## config.mk

```make
export PLATFORM = sky130hd
export DESIGN_NAME = rr_mux_arbiter_flat
export DESIGN_NICKNAME = d
export VERILOG_FILES = /design/src/rtl/arb_pkg.sv /design/src/rtl/rr_mux_arbiter_if.sv /design/src/rtl/rr_pick16.sv /design/src/rtl/rr_mux_arbiter.sv /design/src/flat_wrapper.sv
export SDC_FILE = /design/constraint.sdc
export NUM_CORES = 1
export LEC_CHECK = 0
export ABC_AREA = 1
export CORE_MARGIN = 8
export CORE_UTILIZATION = 49
export CTS_CLUSTER_DIAMETER = 40
export CTS_CLUSTER_SIZE = 12
export DETAILED_ROUTE_END_ITERATION = 6
export MAX_ROUTING_LAYER = met4
export PLACE_DENSITY_LB_ADDON = 0.12
export SETUP_SLACK_MARGIN = 0.4
export SYNTH_ARGS = -nofsm -noshare
export SYNTH_HDL_FRONTEND = slang
export SYNTH_HIERARCHICAL = 1
export SYNTH_SLANG_ARGS = --single-unit
```

## constraint.sdc

```tcl
create_clock -name clk -period 3.2 [get_ports clk]
set_input_delay 0.8 -clock clk [delete_from_list [all_inputs] [get_ports clk]]
set_output_delay 0.8 -clock clk [all_outputs]
set_load 0.005 [all_outputs]
```

## src/rtl/arb_pkg.sv

```systemverilog
// rtl/arb_pkg.sv - shared constants, state type and helpers for the round-robin mux arbiter
package arb_pkg;

    localparam int N_REQ = 16;
    localparam int SEL_W = 4;

    localparam int MAX_HOLD_MIN = 1;
    localparam int MAX_HOLD_MAX = 255;

    typedef enum logic {
        IDLE = 1'b0,
        BUSY = 1'b1
    } arb_state_e;

    // Width of a counter that must reach max_hold-1; never narrower than one bit.
    function automatic int cnt_width(input int max_hold);
        return (max_hold > 2) ? $clog2(max_hold) : 1;
    endfunction

    // One-hot vector with bit idx set.
    function automatic logic [N_REQ-1:0] onehot(input logic [SEL_W-1:0] idx);
        return N_REQ'(1) << idx;
    endfunction

endpackage

```

## src/rtl/rr_mux_arbiter_if.sv

```systemverilog
// rtl/rr_mux_arbiter_if.sv - request/grant and mux control bundle between requesters and arbiter
interface rr_mux_arbiter_if;
    import arb_pkg::*;

    logic [N_REQ-1:0] req;
    logic [N_REQ-1:0] gnt;
    logic [SEL_W-1:0] sel;
    logic             en;
    logic             busy;
    logic             timeout;

    // Requester / integration side.
    modport master (
        output req,
        input  gnt, sel, en, busy, timeout
    );

    // Arbiter side.
    modport slave (
        input  req,
        output gnt, sel, en, busy, timeout
    );

endinterface

```

## src/rtl/rr_pick16.sv

```systemverilog
// rtl/rr_pick16.sv - combinational round-robin pick: first request after ptr, wrapping 15 -> 0
module rr_pick16
    import arb_pkg::*;
(
    input  logic [N_REQ-1:0] req_i,
    input  logic [SEL_W-1:0] ptr_i,
    output logic             found_o,
    output logic [SEL_W-1:0] idx_o
);

    logic [SEL_W:0]       shift;
    logic [2*N_REQ-1:0]   doubled;
    logic [N_REQ-1:0]     rotated;
    logic [SEL_W-1:0]     offset;

    // Rotate so that bit ptr+1 lands at position 0; a shift of 16 is a full turn.
    assign shift   = {1'b0, ptr_i} + 5'd1;
    assign doubled = {req_i, req_i} >> shift;
    assign rotated = doubled[N_REQ-1:0];

    // Lowest set bit of the rotated vector is the nearest requester after ptr.
    always_comb begin
        found_o = 1'b0;
        offset  = '0;
        for (int i = N_REQ - 1; i >= 0; i--) begin
            if (rotated[i]) begin
                found_o = 1'b1;
                offset  = i[SEL_W-1:0];
            end
        end
    end

    // Undo the rotation; the 4-bit add wraps modulo 16.
    assign idx_o = ptr_i + 4'd1 + offset;

endmodule

```

## src/rtl/rr_mux_arbiter.sv

```systemverilog
// rtl/rr_mux_arbiter.sv - round-robin arbiter driving the shared mux16_1 select/enable with hold limit
module rr_mux_arbiter
    import arb_pkg::*;
#(
    parameter int MAX_HOLD = 8
) (
    input  logic               clk,
    input  logic               rst,
    rr_mux_arbiter_if.slave    bus
);

    localparam int             CNT_W    = cnt_width(MAX_HOLD);
    localparam logic [CNT_W-1:0] CNT_LAST = CNT_W'(MAX_HOLD - 1);

    if (MAX_HOLD < MAX_HOLD_MIN || MAX_HOLD > MAX_HOLD_MAX) begin : g_bad_max_hold
        $error("rr_mux_arbiter: MAX_HOLD must be within 1..255");
    end

    arb_state_e        state_q;
    logic [SEL_W-1:0]  ptr_q;
    logic [CNT_W-1:0]  cnt_q;
    logic [N_REQ-1:0]  gnt_q;
    logic              en_q;
    logic              timeout_q;

    logic              pick_found_d;
    logic [SEL_W-1:0]  pick_idx_d;

    rr_pick16 u_pick (
        .req_i   (bus.req),
        .ptr_i   (ptr_q),
        .found_o (pick_found_d),
        .idx_o   (pick_idx_d)
    );

    // Arbitration FSM: all outputs registered; timeout is a single-cycle pulse after a forced revoke.
    always_ff @(posedge clk) begin
        if (rst) begin
            state_q   <= IDLE;
            ptr_q     <= 4'hF;
            cnt_q     <= '0;
            gnt_q     <= '0;
            en_q      <= 1'b0;
            timeout_q <= 1'b0;
        end else begin
            timeout_q <= 1'b0;
            unique case (state_q)
                IDLE: begin
                    if (pick_found_d) begin
                        state_q <= BUSY;
                        ptr_q   <= pick_idx_d;
                        gnt_q   <= onehot(pick_idx_d);
                        en_q    <= 1'b1;
                        cnt_q   <= '0;
                    end
                end
                BUSY: begin
                    if (!bus.req[ptr_q]) begin
                        // Voluntary release wins over a coincident hold expiry.
                        state_q <= IDLE;
                        gnt_q   <= '0;
                        en_q    <= 1'b0;
                    end else if (cnt_q == CNT_LAST) begin
                        state_q   <= IDLE;
                        gnt_q     <= '0;
                        en_q      <= 1'b0;
                        timeout_q <= 1'b1;
                    end else begin
                        cnt_q <= cnt_q + CNT_W'(1);
                    end
                end
                default: begin
                    state_q <= IDLE;
                    gnt_q   <= '0;
                    en_q    <= 1'b0;
                end
            endcase
        end
    end

    // sel tracks the last winner so the mux select is stable while disabled.
    assign bus.gnt     = gnt_q;
    assign bus.sel     = ptr_q;
    assign bus.en      = en_q;
    assign bus.busy    = en_q;
    assign bus.timeout = timeout_q;

endmodule

```

## src/flat_wrapper.sv

```systemverilog
// flat-port wrapper written by rule: the top's interface ports become plain ports
module rr_mux_arbiter_flat import arb_pkg::*;
#(
    parameter int MAX_HOLD = 8
)
  (clk, rst, bus_req, bus_gnt, bus_sel, bus_en, bus_busy, bus_timeout);
  rr_mux_arbiter_if bus_i ();
  input  logic clk;
  input  logic rst;
  input wire logic [$bits(bus_i.req)-1:0] bus_req;
  output wire logic [$bits(bus_i.gnt)-1:0] bus_gnt;
  output wire logic [$bits(bus_i.sel)-1:0] bus_sel;
  output wire logic [$bits(bus_i.en)-1:0] bus_en;
  output wire logic [$bits(bus_i.busy)-1:0] bus_busy;
  output wire logic [$bits(bus_i.timeout)-1:0] bus_timeout;
  assign bus_i.req = bus_req;
  assign bus_gnt = bus_i.gnt;
  assign bus_sel = bus_i.sel;
  assign bus_en = bus_i.en;
  assign bus_busy = bus_i.busy;
  assign bus_timeout = bus_i.timeout;
  rr_mux_arbiter #(.MAX_HOLD(MAX_HOLD)) u_core (.clk(clk), .rst(rst), .bus(bus_i));
endmodule
```

==> results.txt, run 1 <==
The slowest cell on the critical path is fa_2. The number of antenna violations at the first check in global routing came to 0. The final layout net count came out at 516. The type of destination of the critical path is a flip-flop. The die covers 7670 µm². The total of hold buffers inserted after clock tree synthesis came out at 0. The die is 87.6 µm wide. The number of buffers on the longest clock path came out at 2. The sink count of the clock tree came out at 26. The fraction of layout instances using a drive strength above 1 came out at 48.1%. The adder-cell share of the synthesized area is 3.29%.

The signed area change from the synthesized netlist to the final layout came out at 54.7%. The fraction of registers with async set/reset is 0%. dfxtp_1 takes more of the synthesized area than any other cell. The average footprint of a synthesized cell is 6.10 µm².

The number of DRC violations after detailed routing is 0. The arrival time at the worst endpoint is 3.53 ns. The iteration count of the initial detailed-routing pass came out at 5.

In this run the critical register-to-register path is captured at u_core/bus.gnt[12]$_SDFFE_PP0P_. After synthesis, the largest family of logic cells by area is simple AND/OR/NAND/NOR gates. The repair_antennas step left the layout with diodes totalling 0. The total instance count after detailed placement is 541.

At the pin with the least slew margin, the transition time is 0.654 ns. The wire length of the first global-routing pass came out at 12900 µm. The fmax is 301 MHz.

The maximum level of the CTS H-tree came out at 1. The number of filler cells placed in the layout came out at 364. The clock reaches the later pin of the worst-skew pair after 0.27 ns. The detailed router finished its first iteration with 212 violations. After floorplanning, the core was sized to cover 5010 µm². The path depth of the worst reg2reg path came out at 28. Of the post-synthesis cell area, the dominant cell type holds 20.7%. The maximum number of pins on one net before global-route repair came out at 25. The number of global-route vias before repair came out at 2942. In this run the clock root is driven by a clkbuf_8.

The path with the worst hold slack has its endpoint at u_core/cnt_q[1]$_SDFFE_PP0P_. Of the total synthesized cell area, the portion taken by XOR and XNOR cells is 1.05%. Input and output buffers added on the ports amount to 40. The post-CTS clock slew at the launch and capture registers of the worst setup and hold paths came out at 0.09 ns.

The total congestion overflow came out at 0. Detailed routing inserted a total of 3028 vias. The fraction of the mapped netlist area in compound gates came out at 11.3%. The synthesized design contains 26 register bits. The reg2reg setup slack is -0.05 ns.

The worst slew margin relative to its limit came out at 56.3%. The checks that failed: negative setup slack. Summing all multi-input logic gate instances after layout gives 2150 µm². The clock buffer count from CTS is 3. After floorplanning, the core was divided into 26 placement rows.

The final clock period utilization by the worst path is 104%. For the finished layout, the period the worst path requires is 3.32 ns. The worst hold path begins at u_core/cnt_q[1]$_SDFFE_PP0P_. The number of warnings printed during yosys synthesis came out at 6. The number of synthesized flops with an enable pin is 0. Of the synthesized area, sequential elements account for 20.7%. Once routing completed, OpenROAD measured the worst setup slack at -0.120 ns.

The wire length reported by the detailed router came out at 8530 µm. The starting utilization of the core area is 50.1%. The tool flagged a number of max-cap violations equal to 0. The setup TNS came out at -1.07 ns. Measured against the total synthesized area, the mux share comes to 0%. The worst setup path is launched from an input port. The post-synthesis simple-gate area fraction is 50.2%. The remaining number of nets flagged by the antenna check after routing is 0. The class of the tightest hold or removal check is flip-flop to flip-flop. The detail-routed net length per standard cell came out at 15.2 µm. 41 I/O pins were placed. The via-per-instance ratio came out at 5.40. The number of max-slew violations in the final report was 0. In the post-synthesis netlist, the biggest area contributors are dfxtp_1 (21%), nand2_1 (21%), nand3_1 (12%). Global routing used 21.2% of the available tracks across all layers. The clock tree skew after final layout came out at 0.00479 ns.

Routability-driven placement finished with a final weighted congestion of 0.859. The count of cells along the worst hold path came out at 2. Setup repair after global routing could not meet its margin everywhere. On the worst path, the slowest cell contributes a delay of 0.57 ns. The run finished, with violations left. The final-report setup violation count is 18.

The post-synthesis net count came out at 435. In this design, the critical path's most frequently occurring cell is nand2_1. The sequential cell area is 523 µm². The distinct cell type count after synthesis is 34. The placed wire-length estimate is 5510 µm. The count of endpoints failing hold in the final timing report came out at 0.

The final hold slack came out at 0.466 ns. The data required time of the critical path came out at 3.41 ns. Synthesis produced 411 cells. The combined area of all synthesized cells is 2510 µm².

The worst setup path is of the input port to flip-flop kind. The most used flip-flop cell after synthesis is dfxtp_1. The worst reg2reg path startpoint is u_core/bus.sel[0]$_SDFFE_PP1P_. The final instance count without filler cells is 561. The die extent in y is 87.6 µm.

The biggest fanout along the worst timing path is 6. TritonCTS built the clock tree.
final cells by class:
cell class / count / area share, %
Clock buffer: 4 / 1.42
Inverter: 49 / 5.80
Multi-Input combinational cell: 320 / 55.5
Sequential cell: 26 / 13.5
Tap cell: 70 / 2.26
Timing Repair Buffer: 91 / 21.3
Timing Repair inverter: 1 / 0.226
logic make-up (layout without fill, tap and decap cells):
logic type | count (synthesis) | after routing
simple gates | 264 | 265
buf+inv | 66 | 145
compound gates | 46 | 46
flops | 26 | 26
fa+ha+maj | 6 | 6
xor+xnor | 3 | 3
Yosys cell counts (2+ instances only):
cell,instances
nand2_2,18
inv_2,4
ha_1,5
o211ai_1,3
buf_6,4
xnor2_1,2
nand2_1,138
inv_1,42
dfxtp_1,26
and2_1,3
a21oi_1,12
nand3_2,15
nand3_1,62
o21ai_1,12
buf_2,5
nand2_4,4
nor3_1,8
clkbuf_1,2
buf_4,3
o21ai_0,6
a21oi_2,10
nor2_1,15
placed cells by master (no fill, tap or decap), types with 7 or more instances in the layout:
| master | n |
|---|---|
| nand2_1 | 99 |
| nand2_2 | 52 |
| buf_4 | 44 |
| nand3_2 | 39 |
| nand3_1 | 35 |
| inv_1 | 34 |
| clkdlybuf4s50_1 | 24 |
| dfxtp_1 | 24 |
| a21oi_2 | 13 |
| buf_6 | 10 |
| nand2_4 | 10 |
| o21ai_2 | 10 |
| a21oi_1 | 9 |
| nor2_1 | 8 |
| buf_2 | 7 |
| nor3_4 | 7 |
repair_timing:
action                     in CTS  in global routing
setup buffers                   8                  6
pin swaps                      50                 33
cloned                          0                  2
resized for setup             146                 53
setup endpoints to repair      25                 25
metrics by stage:
step / setup slack (ns) / area, µm² / util, %
floorplan: 0.0703 / 2620 / -
global placement: -0.778 / 3270 / 65.3
detailed placement: -0.829 / 3270 / 65.3
CTS: -0.0934 / 3640 / 72.7
global route: -0.352 / 3880 / 77.4
finish: -0.120 / 3880 / 77.4
per-layer routing:
layer | up-vias | GRT usage, % | part of all wire (%)
met4 | 0 | 7.50 | 4.0
met1 | 1397 | 23.5 | 39
met5 | - | - | 0
li1 | 1486 | - | -
met2 | 116 | 38.2 | 52
met3 | 29 | 2.25 | 5.0
critical path, delay by kind of cell:
kind,cells,cell delay (ns)
AOI/OAI and AO/OA,1,0.14
buffers and inverters,2,0.26
and+or+nand+nor,22,1.60
adders and majority gates,2,0.73
how the worst max path moves through the flow:
stage / start / to / cells past startpoint
4_1_cts: bus_req[15] / u_core/bus.gnt[5]$_SDFFE_PP0P_ / 29
3_5_place_dp: bus_req[3] / u_core/bus.gnt[12]$_SDFFE_PP0P_ / 29
2_1_floorplan: bus_req[5] / u_core/bus.gnt[5]$_SDFFE_PP0P_ / 27
6_report: bus_req[6] / u_core/bus.gnt[12]$_SDFFE_PP0P_ / 27
5_1_grt: bus_req[4] / u_core/bus.gnt[0]$_SDFFE_PP0P_ / 28
3_3_place_gp: bus_req[5] / u_core/bus.gnt[5]$_SDFFE_PP0P_ / 28
registers in the layout (all words and copies together) (netlist names):
| register | cells |
|---|---|
| u_core/bus.busy | 1 |
| u_core/bus.gnt | 16 |
| u_core/bus.sel | 4 |
| u_core/bus.timeout | 1 |
| u_core/cnt_q | 3 |
| u_core/state_q | 1 |
Power of run 1 is not shown: default switching activity piles up to over one toggle a cycle in this logic, so the estimate is an artifact.
==> run 2: changes to the inputs <==
CORE_UTILIZATION = 50   (was 49)
CTS_BUF_LIST = sky130_fd_sc_hd__clkbuf_8   (was unset)
SLEW_MARGIN = 5   (was unset)
==> run 2 against run 1 <==
Routed wire length increased by 14%. Highest routed layer unchanged. Cell count increased by 1.1%. The flow still finishes with violations (negative setup slack). Largest cell class unchanged. Clock skew decreased by 0.0032 ns. Critical endpoint unchanged.
==> results.txt, run 2 (same netlist as run 1, synthesis figures left out) <==
The sequential cell area is 524 µm² (was 523 µm²). The worst slew margin relative to its limit came out at 74.5% (was 56.3%). The type of destination of the critical path is a flip-flop (unchanged).

The actual transition at the worst max-transition pin came out at 0.379 ns (was 0.654 ns). The CTS tree is done (unchanged). The sink count of the clock tree came to 26 (unchanged). The final hold slack is 0.466 ns (about the same). The row count came to 25 (was 26). The count of antenna diodes in the layout came out at 0 (unchanged).

The arrival time at the worst endpoint was 3.72 ns (was 3.53 ns). The slowest cell on the critical path is dfxtp_4 (was fa_2). The number of max-cap violations is 0 (unchanged). The reg2reg setup slack is -0.33 ns (was -0.05 ns). Most used cells in the layout excluding fill and tap cells: nand2_1 (95), buf_4 (53), nand2_2 (49), nand3_2 (40), inv_1 (35) (was nand2_1 (99), nand2_2 (52), buf_4 (44), nand3_2 (39), nand3_1 (35)). The final clock period utilization by the worst path is 110% (was 104%). The maximum number of pins on one net before global-route repair is 23 (was 25). The placeable core area is 4790 µm² (was 5010 µm²).

The fraction of layout instances using a drive strength above 1 came out at 49.6% (was 48.1%). The final-report setup violation count is 19 (was 18). The number of flip-flops in the largest register came out at 16 (unchanged). The reg-to-reg critical path endpoint was u_core/bus.gnt[12]$_SDFFE_PP0P_ (unchanged). The number of global-route vias before repair is 2844 (was 2942). The detail-routed net length per standard cell came out at 17.1 µm (was 15.2 µm). The signed area change from the synthesized netlist to the final layout was 60.6% (was 54.7%). The iteration count of the initial detailed-routing pass came out at 5 (unchanged). The launch point of the worst hold path was u_core/bus.gnt[10]$_SDFFE_PP0P_ (was u_core/cnt_q[1]$_SDFFE_PP0P_).

The number of port buffers came to 40 (unchanged). The number of antenna violations at the first check in global routing is 0 (unchanged). The count of endpoints failing hold in the final timing report is 0 (unchanged). The source-to-sink clock delay at the later pin of the worst-skew pair came out at 0.27 ns (about the same). The remaining number of nets flagged by the antenna check after routing came to 0 (unchanged). The post-CTS clock slew at the launch and capture registers of the worst setup and hold paths came out at 0.09 ns (about the same). The shortest period the worst path allows is 3.53 ns (was 3.32 ns).

The wire length reported by the detailed router is 9710 µm (was 8530 µm). The total congestion overflow is 0 (unchanged). The count of cells along the worst hold path came to 2 (unchanged). The die outline width came out at 86.8 µm (was 87.6 µm).

The die footprint is 7540 µm² (was 7670 µm²). The placed wire-length estimate is 5530 µm (was 5510 µm). The area used by multi-input combinational logic came out at 2210 µm² (was 2150 µm²).

The biggest fanout along the worst timing path came to 7 (was 6). The number of filler cells placed in the layout came out at 285 (was 364). The die extent in y was 86.8 µm (was 87.6 µm). The element type at the critical path start is a flip-flop (was input port). The detailed-route via count came out at 3287 (was 3028). The wire length of the first global-routing pass was 13100 µm (was 12900 µm).

Setup repair after global routing missed its margin: true (unchanged). The class of the tightest hold or removal check is flip-flop to flip-flop (unchanged). The I/O pin count came out at 41 (unchanged). The fmax is 284 MHz (was 301 MHz).

The class of the most critical setup path is flip-flop to flip-flop (was input port to flip-flop). The via-per-instance ratio came to 5.80 (was 5.40). The final weighted congestion in routability-driven placement is 0.866 (was 0.859). The starting utilization of the core area came out at 52.4% (was 50.1%).

The clock tree root driver cell is clkbuf_8 (unchanged). The number of DRC violations after detailed routing is 0 (unchanged). The global routing usage summed across all routing layers came out at 21.8% (was 21.2%). The number of max-slew violations in the final report is 0 (unchanged). The minimum setup slack in the final design came to -0.326 ns (was -0.120 ns). The data required time of the critical path came to 3.39 ns (was 3.41 ns).

The worst reg2reg path startpoint is u_core/bus.sel[0]$_SDFFE_PP1P_ (unchanged). The path depth of the worst reg2reg path came out at 29 (was 28). The longest individual stage delay on the worst path was 0.39 ns (was 0.57 ns). Run status: finished with violations (unchanged). The endpoint with the worst hold slack is u_core/bus.gnt[10]$_SDFFE_PP0P_ (was u_core/cnt_q[1]$_SDFFE_PP0P_).

The placement-stage worst setup slack came out at -0.847 ns (was -0.829 ns). Violations in the final reports: negative setup slack (unchanged). The clock buffer count from CTS came out at 3 (unchanged).

The clock tree skew after final layout came out at 0.00156 ns (was 0.00479 ns). The number of buffers on the longest clock path is 2 (unchanged). The most common cell after layout, fill and taps aside is nand2_1 (unchanged). The maximum level of the CTS H-tree came out at 1 (unchanged). The cell seen most often among critical-path stages was nand2_1 (unchanged). The final layout net count came to 526 (was 516). The starting DRC count in detailed routing was 361 (was 212).
run 2: cell types whose count changed in the layout (fill, tap and decap cells not counted), moves of 3 or more:
cell	before	now
buf_4	44	53
nand2_1	99	95
nand2_2	52	49
nand2_4	10	17
o21ai_1	4	7
run 2: worst max path at each step:
stage | from | to | slack [ns] | cells after the start
3_3_place_gp | bus_req[5] | u_core/bus.gnt[2]$_SDFFE_PP0P_ | -0.78 | 23
2_1_floorplan | bus_req[5] | u_core/bus.gnt[5]$_SDFFE_PP0P_ | 0.07 | 27
6_report | u_core/bus.sel[0]$_SDFFE_PP1P_ | u_core/bus.gnt[12]$_SDFFE_PP0P_ | -0.33 | 29
3_5_place_dp | bus_req[5] | u_core/bus.gnt[5]$_SDFFE_PP0P_ | -0.85 | 23
4_1_cts | bus_req[15] | u_core/bus.gnt[13]$_SDFFE_PP0P_ | -0.13 | 29
5_1_grt | u_core/bus.sel[0]$_SDFFE_PP1P_ | u_core/bus.gnt[14]$_SDFFE_PP0P_ | -0.53 | 29
run 2: worst max-delay path, delay by kind of cell, from the launching register on:
family,cells,cell delay (ns)
DFF,1,0.39
AOI/OAI and AO/OA,1,0.18
adders and majority gates,2,0.54
buffers and inverters,3,0.44
xor gates and xnor gates,1,0.27
and+or+nand+nor,22,1.63
run 2: layer usage:
layer | routed length (µm) | part of all wire (%) | up-vias | track usage [%]
met1 | 3920 | 40 | 1523 | 28.2
li1 | - | - | 1509 | -
met5 | 0 | 0 | - | -
met3 | 696 | 7.2 | 49 | 2.93
met4 | 350 | 3.6 | 0 | 2.82
met2 | 4740 | 49 | 206 | 35.9
run 2: layout make-up:
type | instances | share of cell area (%)
flip-flops and latches | 26 | 13.0
multi-input cells | 321 | 55.0
repair buffers | 100 | 23.0
repair inverters | 1 | 0.280
well taps | 67 | 2.08
inverters | 49 | 5.65
clock buffers | 3 | 1.02
run 2: repair_timing:
action                                  4_1_cts  5_1_grt
hold buffers                                  0        0
resized for setup                           154       50
endpoints found under the setup margin       25       25
pin swaps                                    57       33
setup buffers                                17       10
gates cloned                                  0        4
run 2: stage by stage:
| step | util (%) | instance area (µm²) | std cells | TNS (ns) |
|---|---|---|---|---|
| finish | 84.2 | 4030 | 567 | -4.20 |
| global route | 84.2 | 4030 | 567 | -7.87 |
| CTS | 76.7 | 3670 | 553 | -1.46 |
| detailed placement | 68.1 | 3260 | 533 | -16.17 |
| global placement | 68.1 | 3260 | 533 | -14.80 |
| floorplan | - | 2620 | 411 | 0 |
Power of run 2 is left out for the same reason.
==> run 3: changes to the inputs <==
clock period = 2.84 ns   (was 3.2 ns; I/O delays follow)
==> run 3 against run 2 <==
The flow still finishes with violations (negative setup slack). Worst hold slack improved by 0.0068 ns. Utilization increased by 4.7 points. Sequential share of layout area decreased by 0.65 points. Die area unchanged. Setup slack got worse by 0.65 ns. Routed wire length increased by 32%. Flip-flop and latch count unchanged. Clock-buffer cell count increased by 1. Via count increased by 13%. Global-route usage increased by 5.6 points. Register-to-register slack got worse by 0.65 ns. Critical path type unchanged.
==> results.txt, run 3 (same netlist as run 1, synthesis figures left out) <==
The number of buffers on the longest clock path came out at 2 (unchanged). The total of hold buffers inserted after clock tree synthesis came out at 0 (unchanged). The highest metal layer used by the detailed router is met4 (unchanged).

Setup repair after global routing missed its margin: true (unchanged). The longest individual stage delay on the worst path is 0.39 ns (about the same). The number of flip-flops in the largest register is 16 (unchanged). The clock buffer count from CTS came out at 3 (unchanged).

The clock tree skew after final layout came out at 0.00388 ns (was 0.00156 ns). The clock tree root driver cell is clkbuf_8 (unchanged). The number of port buffers is 40 (unchanged). The die footprint came out at 7540 µm² (unchanged). The CTS tree is done (unchanged). The number of max-cap violations came out at 0 (unchanged). The element type at the critical path start was a flip-flop (unchanged).

The arrival time at the worst endpoint came to 4.04 ns (was 3.72 ns). The number of filler cells placed in the layout is 222 (was 285). The met3 wire length is 1350 µm (was 696 µm). Run status: finished with violations (unchanged). The die outline width came out at 86.8 µm (unchanged). The class of the most critical setup path is flip-flop to flip-flop (unchanged).

The count of endpoints failing hold in the final timing report was 0 (unchanged). The final clock period utilization by the worst path came to 134% (was 110%). The area used by multi-input combinational logic came out at 2360 µm² (was 2210 µm²).

Violations in the final reports: negative setup slack (unchanged). The biggest fanout along the worst timing path came to 7 (unchanged). The final weighted congestion in routability-driven placement is 0.947 (was 0.866). The signed area change from the synthesized netlist to the final layout came out at 69.5% (was 60.6%). The total congestion overflow came out at 0 (unchanged). The wire length reported by the detailed router came out at 12800 µm (was 9710 µm). The utilization after layout came out at 88.8% (was 84.2%). The worst slew margin relative to its limit is 74.3% (was 74.5%). The maximum number of pins on one net before global-route repair came to 23 (unchanged). The fmax came out at 262 MHz (was 284 MHz). The placed wire-length estimate was 5830 µm (was 5530 µm).

The number of max-slew violations in the final report is 0 (unchanged). The final-report setup violation count came out at 24 (was 19). The row count is 25 (unchanged). The number of global-route vias before repair is 3387 (was 2844). The count of antenna diodes in the layout came out at 0 (unchanged).

The most common cell after layout, fill and taps aside is nand2_1 (unchanged). The detail-routed net length per standard cell came out at 22.2 µm (was 17.1 µm). The starting DRC count in detailed routing came out at 484 (was 361).

The iteration count of the initial detailed-routing pass came to 5 (unchanged). The maximum level of the CTS H-tree is 1 (unchanged). The setup TNS is -17.58 ns (was -4.20 ns). The sink count of the clock tree came out at 26 (unchanged).

The starting utilization of the core area is 52.4% (unchanged). The remaining number of nets flagged by the antenna check after routing is 0 (unchanged). The post-CTS clock slew at the launch and capture registers of the worst setup and hold paths is 0.09 ns (about the same).

The minimum setup slack in the final design came out at -0.976 ns (was -0.326 ns). The routed metal-1 wire length is 4490 µm (was 3920 µm). The number of DRC violations after detailed routing is 0 (unchanged). The placeable core area came to 4790 µm² (unchanged). The detailed-route via count is 3700 (was 3287). The data required time of the critical path came to 3.06 ns (was 3.39 ns). The source-to-sink clock delay at the later pin of the worst-skew pair came out at 0.28 ns (was 0.27 ns).

The I/O pin count came out at 41 (unchanged). The fraction of layout instances using a drive strength above 1 came out at 52.4% (was 49.6%). Most used cells in the layout excluding fill and tap cells: nand2_1 (97), buf_4 (49), nand2_2 (44), nand3_2 (34), inv_1 (33) (was nand2_1 (95), buf_4 (53), nand2_2 (49), nand3_2 (40), inv_1 (35)). The slowest cell on the critical path was fa_2 (was dfxtp_4). The number of antenna violations at the first check in global routing came out at 0 (unchanged). The cell seen most often among critical-path stages is nand2_1 (unchanged). The type of destination of the critical path is a flip-flop (unchanged). The global routing usage summed across all routing layers is 27.4% (was 21.8%).

The via-per-instance ratio is 6.41 (was 5.80). The amount of wire on met2 after detailed routing is 5890 µm (was 4740 µm). The shortest period the worst path allows was 3.82 ns (was 3.53 ns). The actual transition at the worst max-transition pin came out at 0.385 ns (was 0.379 ns). The wire length of the first global-routing pass is 16300 µm (was 13100 µm). The die extent in y is 86.8 µm (unchanged). The class of the tightest hold or removal check is flip-flop to flip-flop (unchanged). The final layout net count came to 535 (was 526). The sequential cell area came to 526 µm² (was 524 µm²).
[run 3: critical path: cells and delay by family, from the launching register on]
| family | cells | cell delay (ns) |
|---|---|---|
| AO/OA/AOI/OAI | 1 | 0.15 |
| XOR/XNOR | 1 | 0.20 |
| adder cells (fa/ha/maj) | 2 | 0.57 |
| buffers and inverters | 3 | 0.42 |
| flip-flops | 1 | 0.37 |
| AND/OR/NAND/NOR | 22 | 2.05 |
[run 3: path summary, 6_finish.rpt]
path,from,end,slack (ns),cells past startpoint
setup / recovery,u_core/bus.sel[0]$_SDFFE_PP1P_,u_core/bus.gnt[2]$_SDFFE_PP0P_,-0.98,29
hold / removal,u_core/bus.gnt[1]$_SDFFE_PP0P_,u_core/bus.gnt[1]$_SDFFE_PP0P_,0.47,2
setup reg to reg,u_core/bus.sel[0]$_SDFFE_PP1P_,u_core/bus.gnt[2]$_SDFFE_PP0P_,-0.98,29
hold reg to reg,u_core/bus.gnt[1]$_SDFFE_PP0P_,u_core/bus.gnt[1]$_SDFFE_PP0P_,0.47,2
[run 3: final cells by class]
class                   instances  area share (%)
multi-input cells             321            55.4
repair buffers                109            23.4
well taps                      67            1.97
repair inverters                1           0.265
inverters                      49            5.33
clock buffers                   4            1.29
flip-flops and latches         26            12.4
[run 3: through the flow]
stage / worst slack (ns) / hold slack, ns / std cells / cell area (µm²)
floorplan: -0.199 / 0.444 / 411 / 2640
finish: -0.976 / 0.473 / 577 / 4250
global placement: -1.05 / 0.452 / 540 / 3330
CTS: -0.435 / 0.473 / 571 / 4010
global route: -1.11 / 0.491 / 577 / 4250
detailed placement: -1.09 / 0.458 / 540 / 3330
[run 3: timing repair]
item,in CTS,in global routing
buffers inserted,24,5
pin swaps,42,32
gates cloned,3,1
setup endpoints to repair,25,25
gates resized for setup,172,50
endpoints found under the hold margin,0,0
[run 3: layer usage]
metal	track usage (%)	vias up
met5	-	-
li1	-	1522
met3	4.91	127
met4	12.5	0
met2	44.0	366
met1	32.6	1685
Power of run 3 is left out for the same reason.
